**src/rtl/firebird7_in_gate1_tessent_data_mux_pkg.sv**
```systemverilog
// Shared types and parameter limits for the IJTAG/functional data mux arbiter.
package firebird7_in_gate1_tessent_data_mux_pkg;

    typedef enum logic [2:0] {
        ST_FUNC,
        ST_DRAIN,
        ST_SET_IJ,
        ST_IJTAG,
        ST_SET_FN
    } state_t;

    localparam int SETTLE_MIN = 1;
    localparam int SETTLE_MAX = 15;
    localparam int DRAIN_MIN  = 1;
    localparam int DRAIN_MAX  = 255;
    localparam int HOLD_MIN   = 0;
    localparam int HOLD_MAX   = 15;

    // Counter widths sized for the largest legal limit.
    localparam int SETTLE_W = $clog2(SETTLE_MAX + 1);
    localparam int DRAIN_W  = $clog2(DRAIN_MAX + 1);
    localparam int HOLD_W   = $clog2(HOLD_MAX + 1);

    localparam logic [7:0] SWITCH_MAX = 8'hFF;

endpackage

```
**src/rtl/firebird7_in_gate1_tessent_data_mux_cnt.sv**
```systemverilog
// Cycle counter with clear, enable and saturation at LIMIT; done is high in the
// cycle that completes LIMIT counted cycles (always high when LIMIT is 0).
module firebird7_in_gate1_tessent_data_mux_cnt #(
    parameter int W         = 4,
    parameter int LIMIT     = 2,
    parameter int RESET_VAL = 0
) (
    input  logic clk,
    input  logic rst,
    input  logic clr,
    input  logic en,
    output logic done
);

    localparam logic [W:0]   LIMIT_X = (W + 1)'(LIMIT);
    localparam logic [W:0]   ONE_X   = (W + 1)'(1);
    localparam logic [W-1:0] ONE     = W'(1);

    logic [W-1:0] count;

    // NOTE: sequential state uses non-blocking assignments so every flop samples pre-edge values.
    always_ff @(posedge clk) begin
        if (rst) begin
            count <= W'(RESET_VAL);
        end else if (clr) begin
            count <= '0;
        end else if (en && ({1'b0, count} < LIMIT_X)) begin
            count <= count + ONE;
        end
    end

    assign done = ({1'b0, count} + ONE_X) >= LIMIT_X;

endmodule

```
**src/rtl/firebird7_in_gate1_tessent_data_mux_arbiter.sv**
```systemverilog
// Hands the external data mux between functional and IJTAG owners, draining
// functional traffic first and holding the select stable with no grant around each switch.
module firebird7_in_gate1_tessent_data_mux_arbiter
    import firebird7_in_gate1_tessent_data_mux_pkg::*;
#(
    parameter int SETTLE_CYCLES   = 2,
    parameter int DRAIN_TIMEOUT   = 64,
    parameter int MIN_FUNC_CYCLES = 4
) (
    input  logic       ijtag_tck,
    input  logic       ijtag_reset,
    input  logic       ijtag_req,
    input  logic       func_busy,
    output logic       ijtag_select,
    output logic       ijtag_gnt,
    output logic       func_gnt,
    output logic       drain_timeout_err,
    output logic [7:0] switch_count
);

    state_t state;
    state_t next_state;
    logic   settle_done;
    logic   drain_done;
    logic   hold_done;
    logic   timeout_hit;

    firebird7_in_gate1_tessent_data_mux_cnt #(
        .W(SETTLE_W), .LIMIT(SETTLE_CYCLES), .RESET_VAL(0)
    ) u_settle_cnt (
        .clk(ijtag_tck), .rst(ijtag_reset),
        .clr(next_state != state),
        .en((state == ST_SET_IJ) || (state == ST_SET_FN)),
        .done(settle_done)
    );

    firebird7_in_gate1_tessent_data_mux_cnt #(
        .W(DRAIN_W), .LIMIT(DRAIN_TIMEOUT), .RESET_VAL(0)
    ) u_drain_cnt (
        .clk(ijtag_tck), .rst(ijtag_reset),
        .clr(state != ST_DRAIN),
        .en(state == ST_DRAIN),
        .done(drain_done)
    );

    // Preset at reset so the first request after reset is not held off.
    firebird7_in_gate1_tessent_data_mux_cnt #(
        .W(HOLD_W), .LIMIT(MIN_FUNC_CYCLES), .RESET_VAL(MIN_FUNC_CYCLES)
    ) u_hold_cnt (
        .clk(ijtag_tck), .rst(ijtag_reset),
        .clr((state == ST_SET_FN) && (next_state == ST_FUNC)),
        .en(state == ST_FUNC),
        .done(hold_done)
    );

    always_ff @(posedge ijtag_tck) begin
        if (ijtag_reset) begin
            state <= ST_FUNC;
        end else begin
            state <= next_state;
        end
    end

    // NOTE: every always_comb output gets a default first so no path infers a latch.
    always_comb begin
        next_state = state;
        case (state)
            ST_FUNC:   if (ijtag_req && hold_done) next_state = ST_DRAIN;
            ST_DRAIN: begin
                if (!ijtag_req)                   next_state = ST_FUNC;
                else if (!func_busy || drain_done) next_state = ST_SET_IJ;
            end
            ST_SET_IJ: if (settle_done) next_state = ijtag_req ? ST_IJTAG : ST_SET_FN;
            ST_IJTAG:  if (!ijtag_req)  next_state = ST_SET_FN;
            ST_SET_FN: if (settle_done) next_state = ST_FUNC;
            default:   next_state = ST_FUNC;
        endcase
    end

    // A drain that ends with the functional side still busy was forced.
    assign timeout_hit = (state == ST_DRAIN) && ijtag_req && func_busy && drain_done;

    always_ff @(posedge ijtag_tck) begin
        if (ijtag_reset) begin
            drain_timeout_err <= 1'b0;
            switch_count      <= '0;
        end else begin
            if (timeout_hit) begin
                drain_timeout_err <= 1'b1;
            end
            if ((next_state == ST_IJTAG) && (state != ST_IJTAG) && (switch_count != SWITCH_MAX)) begin
                switch_count <= switch_count + 8'd1;
            end
        end
    end

    always_comb begin
        ijtag_select = 1'b0;
        ijtag_gnt    = 1'b0;
        func_gnt     = 1'b0;
        case (state)
            ST_FUNC:   func_gnt = 1'b1;
            ST_SET_IJ: ijtag_select = 1'b1;
            ST_IJTAG: begin
                ijtag_select = 1'b1;
                ijtag_gnt    = 1'b1;
            end
            default: ;
        endcase
    end

endmodule
```
**config.mk**
```make
export PLATFORM = sky130hd
export DESIGN_NAME = firebird7_in_gate1_tessent_data_mux_arbiter
export DESIGN_NICKNAME = d
export VERILOG_FILES = /design/src/rtl/firebird7_in_gate1_tessent_data_mux_pkg.sv /design/src/rtl/firebird7_in_gate1_tessent_data_mux_cnt.sv /design/src/rtl/firebird7_in_gate1_tessent_data_mux_arbiter.sv
export SDC_FILE = /design/constraint.sdc
export NUM_CORES = 1
export LEC_CHECK = 0
export CORE_MARGIN = 4
export CORE_UTILIZATION = 30
export CTS_CLUSTER_SIZE = 12
export DETAILED_ROUTE_END_ITERATION = 10
export PLACE_DENSITY_LB_ADDON = 0.12
export SYNTH_ARGS = -nofsm -noshare
export SYNTH_HDL_FRONTEND = slang
export SYNTH_SLANG_ARGS = --single-unit
```
**constraint.sdc**
```tcl
create_clock -name ijtag_tck -period 2.6 [get_ports ijtag_tck]
set_clock_uncertainty 0.05 [all_clocks]
set_input_delay 0.52 -clock ijtag_tck [delete_from_list [all_inputs] [get_ports ijtag_tck]]
set_output_delay 0.52 -clock ijtag_tck [all_outputs]
set_load 0.02 [all_outputs]
```
==> out/metrics.csv <==
metric,value,unit
clock sink count,28,
Top Ports,16,
post-CTS setup buffer count,0,
Sequential Power Share,51.4,%
Psw,0.1898,mW
register area,560.5,um2
CTS root buffer,clkbuf_8,
Final GP Congestion,0.7351,
final setup fails,0,
Critical Path RT,2.03,ns
Hold WS,0.4083,ns
CP endpoint kind,output port,
Hold EP,u_hold_cnt.count[3]$_SDFFE_PP0P_,
FF-to-FF path depth,6,
Max Fclk,412.9,MHz
final setup TNS,0,ns
power density cells,484.2,mW/mm2
Skew-Pair Late Insertion Delay,0.28,ns
DRC errors left,0,
CP max-delay cell,dfxtp_1,
PortBufs,15,
area of the multi-input gates,845.8,um2
total power,0.8543,mW
cts hold-fix bufs,0,
die area,0.006052,mm2
CP cell instances,nand2b_4 -> inv_1 -> and2_1 -> clkdlybuf4s50_1,
"Core Util, Final",37.35,%
period utilization,93.15,%
All-Layer GR Usage,11.64,%
filler cell count,489,
design area,0.001764,mm2
Setup WS post-layout,0.1781,ns
final wirelength,3226,um
combinational share of power,7.2,%
CP Launch Type,flip-flop,
die width,77.80,um
"Top FF cell, synth",dfxtp_1,
#FFs+latches synth,28,
Post-synth EDFFs,0,
critical path class,flip-flop to output port,
CP Data Arrival Time,1.85,ns
vias in the first global route,1274,
H-tree Lvls,1,
final cell count without fillers,256,
Starting DRT DRC Count,53,
async set or reset register ratio after synthesis,0,%
DP Area,0.001693,mm2
HPWL after DPL,2354,um
"slowest stage delay, CP",0.66,ns
initial antenna violation count,0,
Worst R2R Start,u_settle_cnt.count[1]$_SDFFE_PP0P_,
crit path max fanout,11,
die height,77.80,um
RSZ-0062 raised after global routing,no,
Final ANT Viol Nets,0,
Tmin final,2.422,ns
sequential-to-total area share from yosys stat,38.36,%
final net count,201,
clock tree from TritonCTS,yes,
clk slew on worst S/H paths,0.10,ns
DP Cell Count,252,
Net Sw Frac,22.22,%
CTS resizes,0,
DR pass1 iterations,4,
Inserted Diodes,0,
TritonCTS Buffers,3,
GRT overflow,0,
final hold vios,0,
syn_nets,185,
unique cell type count in the Yosys netlist,43,
Pint,0.6645,mW
dpl ws,0.3310,ns
Yosys warning total,0,
Worst Tran Pin Value,0.5203,ns
max_slew headroom,65.26,%
WL per Instance,12.60,um
largest net degree at the start of global routing,19,
Clk pwr share,41.4,%
Initial Util,30.94,%
clock buffer depth,2,
HP Class,flip-flop to flip-flop,
Pleak,0.6174,nW
Reg-to-Reg End,u_settle_cnt.count[2]$_SDFFE_PP0P_,
average cell area after synthesis,8.399,um2
Via Count,1247,
Peak VDD IR,253.5,uV
drt via density,4.871,
status,finished clean,
synthesized cell area,0.001461,mm2
Worst Hold Depth,2,
row cnt,25,
Core Region,0.004723,mm2
hold path start,u_hold_cnt.count[3]$_SDFFE_PP0P_,
global-route wire length before repair,5892,um
share of cells above drive strength 1,11.11,%
Reg2Reg Setup Slack,0.43,ns
Pins Over Slew Limit,0,
Max Cap Viol,0,
Mapped Cells,174,
Area Overhead vs Synth,20.72,%
power by group through the flow:
stage	sequential [mW]	clock (mW)	combinational, mW
after floorplan	0.443	0	0.0457
after CTS	0.439	0.362	0.0624
after global placement	0.448	0	0.0617
final	0.439	0.353	0.0619
after global routing	0.440	0.378	0.0700
after detailed placement	0.449	0	0.0619
synth_stat cells (3+ instances only):
| library cell | instances | area (um2) |
|---|---|---|
| and2_1 | 3 | 18.77 |
| and3_1 | 3 | 18.77 |
| or3_1 | 4 | 25.02 |
| mux2i_1 | 3 | 30.03 |
| or4_1 | 3 | 22.52 |
| nor2_1 | 22 | 82.58 |
| xnor2_1 | 6 | 52.55 |
| dfxtp_1 | 28 | 560.5 |
| a21oi_1 | 16 | 80.08 |
| o21ai_0 | 6 | 30.03 |
| nor3_1 | 5 | 25.02 |
| inv_1 | 6 | 22.52 |
| xor2_1 | 3 | 26.28 |
| nand3_1 | 4 | 20.02 |
| ha_1 | 7 | 87.58 |
| nand2_1 | 16 | 60.06 |
| clkbuf_1 | 4 | 15.01 |
cell type report:
type                    instances  area share (%)
clock buffers                   3           2.340
clock inverters                 1           1.702
inverters                       6           1.277
multi-input cells             132           47.94
flip-flops and latches         28           31.77
well taps                      67           4.752
repair buffers                 19           10.21
critical path, delay by kind of cell, from the launching register on:
family | cells | cell delay [ns]
buffers and inverters | 2 | 0.69
AND/OR/NAND/NOR | 2 | 0.23
flip-flops | 1 | 0.66
worst max path at each step:
stage	cells past startpoint	endpoint	slack, ns	from
after CTS	4	ijtag_gnt	0.18	state[1]$_SDFF_PP0_
final	4	ijtag_gnt	0.18	state[1]$_SDFF_PP0_
after global placement	6	switch_count[3]$_SDFFE_PP0P_	0.39	ijtag_req
after floorplan	6	u_settle_cnt.count[0]$_SDFFE_PP0P_	0.62	u_settle_cnt.count[1]$_SDFFE_PP0P_
after global routing	4	ijtag_gnt	0.04	state[1]$_SDFF_PP0_
after detailed placement	5	switch_count[7]$_SDFFE_PP0P_	0.33	ijtag_req
sequential cells by signal, indices dropped and copies added (netlist names):
name and cells:
switch_count 8, u_drain_cnt.count 8, u_hold_cnt.count 4, u_settle_cnt.count 4
state 3, drain_timeout_err 1
placed cells by master (no fill, tap or decap), drive strengths merged, types with 5 or more instances in the layout:
| master | instances |
|---|---|
| a21oi | 17 |
| clkdlybuf4s50 | 15 |
| o21ai | 6 |
| inv | 6 |
| nor2 | 22 |
| xnor2 | 6 |
| ha | 7 |
| nand2 | 16 |
| nor3 | 5 |
| dfxtp | 28 |
kinds of logic (layout without fill, tap and decap cells):
logic type      Yosys count  in the layout  synth area share [%]
simple gates             76             76                 27.65
xor+xnor                  9              9                 5.394
compound gates           36             36                 16.01
mux                       4              4                 2.825
flops                    28             28                 38.36
buf+inv                  14             29                 3.766
fa+ha+maj                 7              7                 5.993
per-layer routing:
metal  share of wire (%)  wire length (um)  vias up  GRT usage (%)
li1                    -                 -      639              -
met1                  50              1602      584          16.13
met2                  47              1518       18          17.81
met3                 1.9                62        6          1.740
met4                 1.3                43        0          4.982
met5                   0                 0        -              0
Note: power is estimated with default switching activity, not from simulation.
